===== config.mk =====
export PLATFORM = sky130hd
export DESIGN_NAME = write_back_registrada
export DESIGN_NICKNAME = d
export VERILOG_FILES = /design/src/rtl/mips_defs.sv /design/src/rtl/extensor_load.sv /design/src/rtl/write_back_registrada.sv
export SDC_FILE = /design/constraint.sdc
export NUM_CORES = 1
export LEC_CHECK = 0
export CORE_MARGIN = 4
export CORE_UTILIZATION = 40
export CTS_CLUSTER_DIAMETER = 100
export DETAILED_ROUTE_END_ITERATION = 16
export PLACE_DENSITY = 0.68
export SYNTH_ARGS = -nofsm -noshare
export SYNTH_HDL_FRONTEND = slang
export SYNTH_HIERARCHICAL = 1
export SYNTH_SLANG_ARGS = --single-unit

===== constraint.sdc =====
create_clock -name i_clock -period 3.1 [get_ports i_clock]
set_input_delay 0.775 -clock i_clock [delete_from_list [all_inputs] [get_ports i_clock]]
set_output_delay 0.775 -clock i_clock [all_outputs]
set_load 0.005 [all_outputs]

===== src/rtl/mips_defs.sv =====
// Shared MIPS write-back definitions: source-select and load-type encodings,
// the latched control bundle and the register-index width helper.
package mips_defs;

  localparam logic [1:0] WB_SRC_ALU = 2'b00;
  localparam logic [1:0] WB_SRC_MEM = 2'b01;
  localparam logic [1:0] WB_SRC_PC8 = 2'b10;

  localparam logic [2:0] LOAD_LB  = 3'b000;
  localparam logic [2:0] LOAD_LH  = 3'b001;
  localparam logic [2:0] LOAD_LW  = 3'b011;
  localparam logic [2:0] LOAD_LBU = 3'b100;
  localparam logic [2:0] LOAD_LHU = 3'b101;

  typedef struct packed {
    logic       valid;
    logic       reg_write;
    logic [1:0] memto_reg;
    logic [2:0] tipo_load;
  } wb_ctrl_t;

  // Bits needed to hold 'value' (minimum 1).
  function automatic int clogb2(input int value);
    int v;
    int n;
    v = value;
    n = 0;
    while (v > 0) begin
      n = n + 1;
      v = v >> 1;
    end
    if (n == 0) n = 1;
    return n;
  endfunction

endpackage


===== src/rtl/extensor_load.sv =====
// Load extension: picks the addressed byte/halfword from the raw memory word
// (little-endian lanes) and sign- or zero-extends it to the datapath width.
module extensor_load
  import mips_defs::*;
#(
  parameter int D = 32
) (
  input  logic [D-1:0] data_raw,
  input  logic [1:0]   offset,
  input  logic [2:0]   tipo_load,
  output logic [D-1:0] data_ext
);

  // Only the low word is addressable by a 2-bit offset.
  logic [3:0][7:0]  bytes;
  logic [1:0][15:0] halves;
  logic [7:0]       byte_sel;
  logic [15:0]      half_sel;

  assign bytes    = data_raw[31:0];
  assign halves   = data_raw[31:0];
  assign byte_sel = bytes[offset];
  assign half_sel = halves[offset[1]];

  always_comb begin
    data_ext = data_raw;
    case (tipo_load)
      LOAD_LB:  data_ext = {{(D-8){byte_sel[7]}}, byte_sel};
      LOAD_LBU: data_ext = {{(D-8){1'b0}}, byte_sel};
      LOAD_LH:  data_ext = {{(D-16){half_sel[15]}}, half_sel};
      LOAD_LHU: data_ext = {{(D-16){1'b0}}, half_sel};
      default:  data_ext = data_raw;
    endcase
  end

endmodule


===== src/rtl/write_back_registrada.sv =====
// MEM/WB latch plus write-back: load extension, ALU/MEM/PC+8 select,
// r0-guarded write strobe, sticky halt flag and saturating retire counter.
module write_back_registrada
  import mips_defs::*;
#(
  parameter int CANT_REGISTROS      = 32,
  parameter int CANT_BITS_REGISTROS = 32,
  parameter int CANT_BITS_CONTADOR  = 32,
  localparam int RW = clogb2(CANT_REGISTROS - 1),
  localparam int D  = CANT_BITS_REGISTROS,
  localparam int C  = CANT_BITS_CONTADOR
) (
  input  logic          i_clock,
  input  logic          i_reset,
  input  logic          i_enable,
  input  logic          i_valid,
  input  logic [RW-1:0] i_registro_destino,
  input  logic [D-1:0]  i_data_mem,
  input  logic [D-1:0]  i_data_alu,
  input  logic [D-1:0]  i_pc_mas_8,
  input  logic          i_RegWrite,
  input  logic [1:0]    i_MemtoReg,
  input  logic [2:0]    i_tipo_load,
  input  logic          i_halt,
  output logic [RW-1:0] o_registro_destino,
  output logic          o_RegWrite,
  output logic [D-1:0]  o_data_write,
  output logic          o_halt_detected,
  output logic [C-1:0]  o_instr_retiradas,
  output logic          o_led
);

  localparam logic [C-1:0] CNT_ONE = {{(C-1){1'b0}}, 1'b1};

  wb_ctrl_t      ctrl_q;
  logic [RW-1:0] dest_q;
  logic [D-1:0]  mem_q;
  logic [D-1:0]  alu_q;
  logic [D-1:0]  pc8_q;
  logic          halt_q;
  logic [C-1:0]  cnt_q;
  logic [D-1:0]  load_ext;

  always_ff @(posedge i_clock) begin
    if (!i_reset) begin
      ctrl_q <= '0;
      dest_q <= '0;
      mem_q  <= '0;
      alu_q  <= '0;
      pc8_q  <= '0;
      halt_q <= 1'b0;
      cnt_q  <= '0;
    end else if (i_enable) begin
      ctrl_q <= '{valid: i_valid, reg_write: i_RegWrite,
                  memto_reg: i_MemtoReg, tipo_load: i_tipo_load};
      dest_q <= i_registro_destino;
      mem_q  <= i_data_mem;
      alu_q  <= i_data_alu;
      pc8_q  <= i_pc_mas_8;
      // Flag uses the pre-edge value, so the HALT itself still retires.
      if (i_valid && !halt_q && cnt_q != '1) cnt_q <= cnt_q + CNT_ONE;
      if (i_valid && i_halt) halt_q <= 1'b1;
    end
  end

  extensor_load #(.D(D)) u_extensor_load (
    .data_raw  (mem_q),
    .offset    (alu_q[1:0]),
    .tipo_load (ctrl_q.tipo_load),
    .data_ext  (load_ext)
  );

  always_comb begin
    o_data_write = alu_q;
    case (ctrl_q.memto_reg)
      WB_SRC_MEM: o_data_write = load_ext;
      WB_SRC_PC8: o_data_write = pc8_q;
      default:    o_data_write = alu_q;
    endcase
  end

  assign o_registro_destino = dest_q;
  assign o_RegWrite         = ctrl_q.reg_write & ctrl_q.valid & (dest_q != '0);
  assign o_halt_detected    = halt_q;
  assign o_led              = halt_q;
  assign o_instr_retiradas  = cnt_q;

endmodule

**Word level (Yosys, flattened, before mapping)**

Index checks and enable logic that the tools add are counted.

- Multiply operators: 0
- Shifts and indexed selects: 0
- $lt $le $gt $ge: 2
- Mux-type cells: 6
- $add $sub $neg: 1
- Div/mod/pow operators: 0
- Reduce and logical (&&, ||, !) cells: 8
- Bitwise logic cells: 2
- Eq/ne operators: 6

Operator list:

| operator | number |
|---|---|
| 32-bit case mux with 4 select lines | 1 |
| 32-bit case mux with 2 select lines | 1 |
| 32-bit by 1-bit adder with 32-bit output, second input constant | 1 |
| 16-bit two-way mux | 2 |
| 32-bit inequality test, second input constant | 1 |
| 8-bit binary-select mux with 2-bit select | 1 |
| 8-bit two-way mux | 1 |
| 3-bit equality test, second input constant | 2 |
| 5-bit nonzero test | 1 |
| 2-bit AND reduction | 2 |
| 3-bit by 1-bit equality test with 1-bit output, second input constant | 1 |
| 1-bit logical AND | 3 |
| 3-bit zero test | 1 |
| 2-bit by 3-bit less-than comparator with 1-bit output, second input constant | 1 |
| 1-bit bitwise AND | 2 |
| 2-bit by 1-bit equality test with 1-bit output, second input constant | 1 |
| 2-bit equality test, second input constant | 1 |
| 1-bit by 2-bit less-than comparator with 1-bit output, second input constant | 1 |
| 1-bit zero test | 1 |

- Bits in registers: 141
- Memories: 0
- Bits in latches: 0
- Word-level logic and storage cells: 35
- Memory bits (writable): 0
- Memory bits (read-only): 0
- Bits of input ports: 112
- Output and inout port bits: 72

**Longest topological paths before layout**

Gate-level depths: netlist of the first run.

- Depth in word-level cells: 4
- Gate-level depth with buffers: 9
- Mapped depth without buffers: 6

**Cells and area by module**

The synthesis of the first run kept the hierarchy.

By module, submodules not included:

| module | times used | seq. area each (um2) | cells an instance | area an instance (um2) |
|---|---|---|---|---|
| write_back_registrada | 1 | 2822.7 | 674 | 6104.6 |
| extensor_load | 1 | 0.0 | 109 | 628.1 |

**Least setup slack after synthesis of the first run**

Ideal clock, no wire load.

- Path kind: reg-to-output
- From: register alu_q[0]
- To: output port o_data_write[20]
- Data required time: 2325 ps
- Slack: 595 ps
- Cell stages (with the launch flop): 8
- Buffers on the path: 1
- Data arrival time: 1730 ps
- Cell sequence: dfxtp_1 > mux4_2 > nor3b_4 > o21bai_4 > buf_6 > nand2_1 > a22oi_1 > o21ai_0

- Cells in the longest elaborated chain, start to end: 4

RTL lines:

| item | RTL line | source |
|---|---|---|
| start, declared | write_back_registrada.sv:38 | `logic [D-1:0] alu_q;` |
| start signal, assigned | write_back_registrada.sv:58 | `alu_q <= i_data_alu;` |
| 8-bit binary-select mux with 2-bit select | extensor_load.sv:22 | `assign byte_sel = bytes[offset];` |
| 8-bit two-way mux (not written as such) | extensor_load.sv:22 |  |
| 32-bit case mux with 4 select lines | extensor_load.sv:27 | `case (tipo_load)` |
| named net load_ext[20] | write_back_registrada.sv:42 | `logic [D-1:0] load_ext;` |
| 32-bit case mux with 2 select lines | write_back_registrada.sv:75 | `case (ctrl_q.memto_reg)` |
| end, declared | write_back_registrada.sv:27 | `output logic [D-1:0] o_data_write,` |

The timed path passes the listed nets, and every way through them passes these cells. The select of a mux whose other input is x is not followed.

**Worst setup path after layout of the first run**

- From: register alu_q[0]
- To: output port o_data_write[7]

The elaborated chain is that of the path after synthesis.

==> results.cfg, run 1 <==
[status]
outcome = complete, but fails checks
violations = negative setup slack

[logic_synthesis]
ys.flop_type = dfxtp_1
post_synthesis_sequential_area_ratio_pct = 41.9
synth-edff-count = 0
post_synth_instance_area_sq_um = 6730
synthesis.area_per_instance_sq_um = 8.60
netlist_instances = 783
synth_nets = 898
async_flop_share_pct = 0
count_of_state_elements_after_synthesis = 141
synth_warnings = 6
post_synth_num_cell_types = 50

[worst_setup_path]
cp.required_ps = 2320
cp_data_arrival_time_ps = 2370
cp-start-kind = register
crit_type = reg -> out
critical_path.endpoint_type = output port
timing.critical_path.fanout_max = 4

[route]
drt_pass1_iterations = 5
detail_route.wl_per_cell_um = 17.4
num_vias = 6368
detail-route-antenna-nets = 0
vias_per_cell = 5.32
postRouteWirelength_um = 20800
detail_route.drc_violations = 0
drt_first_iter_violations = 464

[power]
pleak_nw = 3.97
post-layout-total-power_mw = 4.62
vdd_drop_max_mv = 0.417
power_density_relative_to_cell_area_nw_per_um2 = 480

[grt]
groute.usage.overall_pct = 21.3
grt_start_max_net_pins = 110
global_route_wire_length_before_repair_um = 31400
antenna_violations_before_repair = 0
overflow = 0
via_count_of_the_first_global_routing_pass = 5795

[cells_and_area]
design.final.nets = 1080
syn_to_final_growth_pct = 43.1
finish.cell_count_without_fillers = 1197
finalCoreUtilization_pct = 58.3
antenna-diode-count = 0
drive_above_1_share_pct = 15.7

[floorplanning]
die_area_sq_um = 19000
chipWidth_um = 138
initial_utilization_pct = 40.7
num_rows = 47
num_io_pins = 184
dieHeight_um = 138
core_sq_um = 16500

[timing]
finalMaxSlewViolations = 0
relSlewSlack_pct = 43.7
post-route-worst-setup-slack_ps = -48.8
rsz_0062_raised_after_global_routing = true
hold_ws_ps = 483
min_period_over_period_pct = 102
setup_tns_ps = -214
finalSetupViolations = 9
hold_viol_final = 0
final_setup_skew_ps = 5.86
period_needed_ps = 3150
maxClockFrequency_mhz = 318
worst_pin_slew_ps = 845

[run]
timing.max_cap.violations = 0

[clock_tree]
cts_tree = built
ctsRootBufferMaster = clkbuf_16
cts_hold_buf = 0
clock_tree.buffer_depth = 2
cts-buffers-inserted = 17
insertion_delay_ps = 420
cts.reportedPaths.clkPinSlew_ps = 60
htreeDepth = 4
cts_sinks = 141

[placement]
buffer_ports.inserted = 183
place_inst = 1154
gp_congestion = 0.981
hpwlAfterDp_um = 14500

[hold_path]
holdCritPathClass = reg -> reg
==> timing repair <==
action	CTS	global route
gates resized for setup	74	84
endpoints found under the setup margin	32	31
pin swaps	15	20
gates cloned	1	1
setup buffers	6	4
==> area by class of cell <==
cell class | count | area [sq um]
Fill cell | 1466 | 6890
Multi-Input combinational cell | 579 | 3820
Sequential cell | 141 | 2830
Timing Repair Buffer | 219 | 2120
Clock buffer | 19 | 443
Tap cell | 220 | 275
Clock inverter | 12 | 123
Inverter | 7 | 28.8
==> critical path, stage by stage, from the launching register on <==
cell and delay, ps:
dfxtp_2 350, mux4_2 550, nor3_1 180, nor2_1 110, a22oi_1 200, o21ai_0 110
clkdlybuf4s50_1 450
==> flip-flops by register name, summed over array words and instances, names as in the netlist <==
signal              flops
alu_q                  32
mem_q                  32
o_instr_retiradas      32
pc8_q                  32
ctrl_q                  7
o_registro_destino      5
o_halt_detected         1
==> Yosys cell counts (2+ instances only) <==
cell	n	area share (%)
a21oi_1	22	1.6
a22oi_1	40	4.5
buf_1	10	0.56
buf_2	6	0.45
buf_4	2	0.22
buf_6	4	0.67
clkbuf_1	34	1.9
dfxtp_1	141	42
ha_1	3	0.56
inv_1	7	0.39
mux2_2	5	0.84
mux2i_1	117	17
nand2_1	98	5.5
nand2_2	2	0.19
nand2b_1	9	0.84
nand3_1	10	0.74
nand3b_1	2	0.22
nand4_1	16	1.5
nand4_2	2	0.37
nor2_1	130	7.2
nor2b_1	4	0.37
nor3_1	2	0.15
nor4_1	7	0.65
o211ai_1	6	0.67
o21a_1	2	0.22
o21ai_0	51	3.8
o21bai_1	3	0.33
o311a_1	2	0.30
o31a_1	2	0.26
o31ai_1	7	0.78
or2_2	3	0.28
or3_1	11	1.0
or4_1	4	0.45
xor2_1	3	0.39
==> report_power, final <==
group          switching [mW]  internal (mW)
Combinational           0.326          0.373
Clock                   0.764           1.19
Sequential             0.0666           1.90
==> kinds of logic after synthesis <==
logic type / synth area share, %
buffers and inverters: 4.18
AO/OA/AOI/OAI: 13.3
XOR/XNOR: 0.520
AND/OR/NAND/NOR: 20.9
adder cells (fa/ha/maj): 0.558
multiplexers: 18.6
flip-flops: 41.9
==> path summary, 6_finish.rpt <==
path | end | cells past startpoint | startpoint | slack, ps
max | o_data_write[7] | 6 | alu_q[0]$_SDFFE_PN0P_ | -50
min | ctrl_q[6]$_SDFFE_PN0P_ | 2 | ctrl_q[6]$_SDFFE_PN0P_ | 480
max reg2reg | o_instr_retiradas[13]$_SDFFE_PN0P_ | 7 | o_instr_retiradas[1]$_SDFFE_PN0P_ | 960
min reg2reg | ctrl_q[6]$_SDFFE_PN0P_ | 2 | ctrl_q[6]$_SDFFE_PN0P_ | 480
==> per-stage QoR <==
| step | worst slack [ps] | instance area, sq um |
|---|---|---|
| after global routing | -152 | 9640 |
| final | -48.8 | 9640 |
| after detailed placement | 69.2 | 8830 |
| after CTS | -168 | 9530 |
| after global placement | 98.2 | 8830 |
| after floorplan | 595 | 6730 |
==> placed cells by master, fill, tap and decap left out, types with 4 or more instances in the layout <==
cell               n
clkdlybuf4s50_1  153
dfxtp_1          138
nor2_1           128
mux2i_1          116
nand2_1           91
o21ai_0           31
buf_4             23
a21oi_1           22
a22oi_2           21
a22oi_1           19
clkbuf_16         18
o21ai_1           16
nand4_1           16
clkbuf_2          15
or3_1             11
nand3_1           10
nand2b_1           9
nor4_1             7
o31ai_1            7
buf_2              7
inv_1              6
o211ai_1           6
clkinv_2           6
buf_6              6
dlymetal6s2s_1     6
nand2_2            6
buf_12             5
mux2_2             5
o21ai_2            4
or4_1              4
==> metal layers <==
layer | part of all wire, % | GRT usage (%)
met2 | 44 | 30.7
met5 | 0 | 0
met3 | 8.8 | 6.76
met4 | 1.5 | 5.65
met1 | 46 | 30.7
(Power assumes the default switching activity.)
==> run 2, diff against run 1 <==
Settings changed: CORE_UTILIZATION 40 to 49, CTS_CLUSTER_DIAMETER 100 to 50, PLACE_DENSITY 0.68 to 0.81.
==> run 2 against run 1 <==
Compared with the run above: the flow still finishes with violations (negative setup slack); sequential cell count unchanged; critical endpoint is now o_data_write[25]; global-route usage rose by 4.1 points; non-clock buffer count grew 4; clock skew rose by 1.2 ps; register-to-register slack is essentially flat; total power is 3.0% higher; final cell count is 3.4% lower; worst hold slack improved by 9.5 ps; via count increased by 1.8%; design area fell by 1.4%; combinational power is 1% lower.
==> results.cfg, run 2 (synthesis gave the netlist of run 1 again) <==
[cells_and_area]
finish.cell_count_without_fillers = 1156
layout_commonest_cell = clkdlybuf4s50_1
antenna-diode-count = 0
finalCoreUtilization_pct = 71.2
drive_above_1_share_pct = 13.8
syn_to_final_growth_pct = 41.2
design.final.nets = 1084
layout.cells.most_common_list = clkdlybuf4s50_1 (152), dfxtp_1 (139), nor2_1 (129)

[timing]
post-route-worst-setup-slack_ps = -50.4
final_setup_skew_ps = 7.01
finalSetupViolations = 12
setup_tns_ps = -289
hold_viol_final = 0
period_needed_ps = 3150
min_period_over_period_pct = 102
maxClockFrequency_mhz = 317
worst_pin_slew_ps = 1030
finalMaxSlewViolations = 0
rsz_0062_raised_after_global_routing = true
relSlewSlack_pct = 31.3

[grt]
via_count_of_the_first_global_routing_pass = 6040
grt_start_max_net_pins = 65
groute.usage.overall_pct = 25.4
overflow = 0
antenna_violations_before_repair = 0
global_route_wire_length_before_repair_um = 32300

[route]
num_vias = 6480
postRouteWirelength_um = 20700
drt_pass1_iterations = 5
vias_per_cell = 5.61
drt_first_iter_violations = 638
detail_route.wl_per_cell_um = 17.9
detail_route.drc_violations = 0
detail-route-antenna-nets = 0

[run]
timing.max_cap.violations = 0

[hold_path]
holdCritPathClass = reg -> reg

[clock_tree]
cts_hold_buf = 0
clock_tree.buffer_depth = 2
cts_sinks = 141
htreeDepth = 4
insertion_delay_ps = 420
cts.reportedPaths.clkPinSlew_ps = 60
cts-buffers-inserted = 17
cts_tree = built
ctsRootBufferMaster = clkbuf_16

[worst_setup_path]
worstPathBufferInverterCount = 3
timing.critical_path.fanout_max = 4
critical-path-slowest-cell = mux4_2
cp-start-kind = register
critical-path-max-stage-delay_ps = 540
crit_type = reg -> out
cp_data_arrival_time_ps = 2380
cells_along_the_critical_path = mux4_2 > nor3b_4 > o21bai_4 > buf_6 > buf_4 > nand2_1 > a22oi_1 > o21ai_1 > buf_2
critical_path.endpoint_type = output port
critPathTopFamily = multiplexers
cp.required_ps = 2320

[floorplanning]
core_sq_um = 13300
die_area_sq_um = 15700
num_rows = 42
chipWidth_um = 125
initial_utilization_pct = 50.4
num_io_pins = 184
dieHeight_um = 125

[placement]
place_inst = 1114
gp_congestion = 0.928
buffer_ports.inserted = 183
hpwlAfterDp_um = 14500

[power]
vdd_drop_max_mv = 0.367
power_density_relative_to_cell_area_nw_per_um2 = 501
pleak_nw = 3.94

[status]
outcome = complete, but fails checks
violations = negative setup slack
[run 2: worst reg2reg max path, delay by kind of cell, from the launching register on]
| kind | cells | cell delay [ps] |
|---|---|---|
| AO/OA/AOI/OAI | 1 | 170 |
| adder cells (fa/ha/maj) | 1 | 260 |
| buffers and inverters | 1 | 290 |
| flip-flops | 1 | 450 |
| AND/OR/NAND/NOR | 4 | 870 |
[run 2: what timing repair did]
action	4_1_cts	5_1_grt
gates resized for setup	103	42
setup endpoints to repair	32	28
endpoints found under the hold margin	0	0
buffers inserted	9	2
gates cloned	1	0
pin swaps	14	16
[run 2: report_power, final]
group,switching [mW],internal (mW)
Clock,0.750,1.36
Combinational,0.328,0.363
Sequential,0.0637,1.90
Total,1.14,3.62
[run 2: stage by stage]
| stage | worst slack (ps) | power (mW) | hold WS (ps) | cell area (sq um) |
|---|---|---|---|---|
| 6_report | -50.4 | 4.76 | 492 | 9500 |
| 5_1_grt | -153 | 4.93 | 518 | 9500 |
| 4_1_cts | -70.8 | 4.76 | 496 | 9440 |
| 3_5_place_dp | 57.8 | 2.65 | 483 | 8770 |
| 3_3_place_gp | 121 | 2.64 | 473 | 8770 |
| 2_1_floorplan | 595 | 2.31 | 451 | 6730 |
[run 2: routing by layer]
layer	vias to the layer above	share of wire [%]	track usage, %
met1	3004	46	36.5
met4	0	2.4	9.06
li1	3137	-	-
met5	-	0	0
met3	42	7.2	6.06
met2	297	44	37.4
[run 2: final timing paths]
| path | to | cells after the start | startpoint | slack (ps) |
|---|---|---|---|---|
| max reg2reg | o_instr_retiradas[13]$_SDFFE_PN0P_ | 7 | o_instr_retiradas[1]$_SDFFE_PN0P_ | 950 |
| min | o_instr_retiradas[31]$_SDFFE_PN0P_ | 2 | o_instr_retiradas[31]$_SDFFE_PN0P_ | 490 |
| min reg2reg | o_instr_retiradas[31]$_SDFFE_PN0P_ | 2 | o_instr_retiradas[31]$_SDFFE_PN0P_ | 490 |
| max | o_data_write[25] | 9 | alu_q[0]$_SDFFE_PN0P_ | -50 |
[run 2: layout make-up]
class	instances	area, sq um
Tap cell	176	220
Multi-Input combinational cell	579	3730
Sequential cell	141	2830
Timing Repair Buffer	223	2090
Clock inverter	11	169
Inverter	7	28.8
Fill cell	1063	3840
Clock buffer	19	443
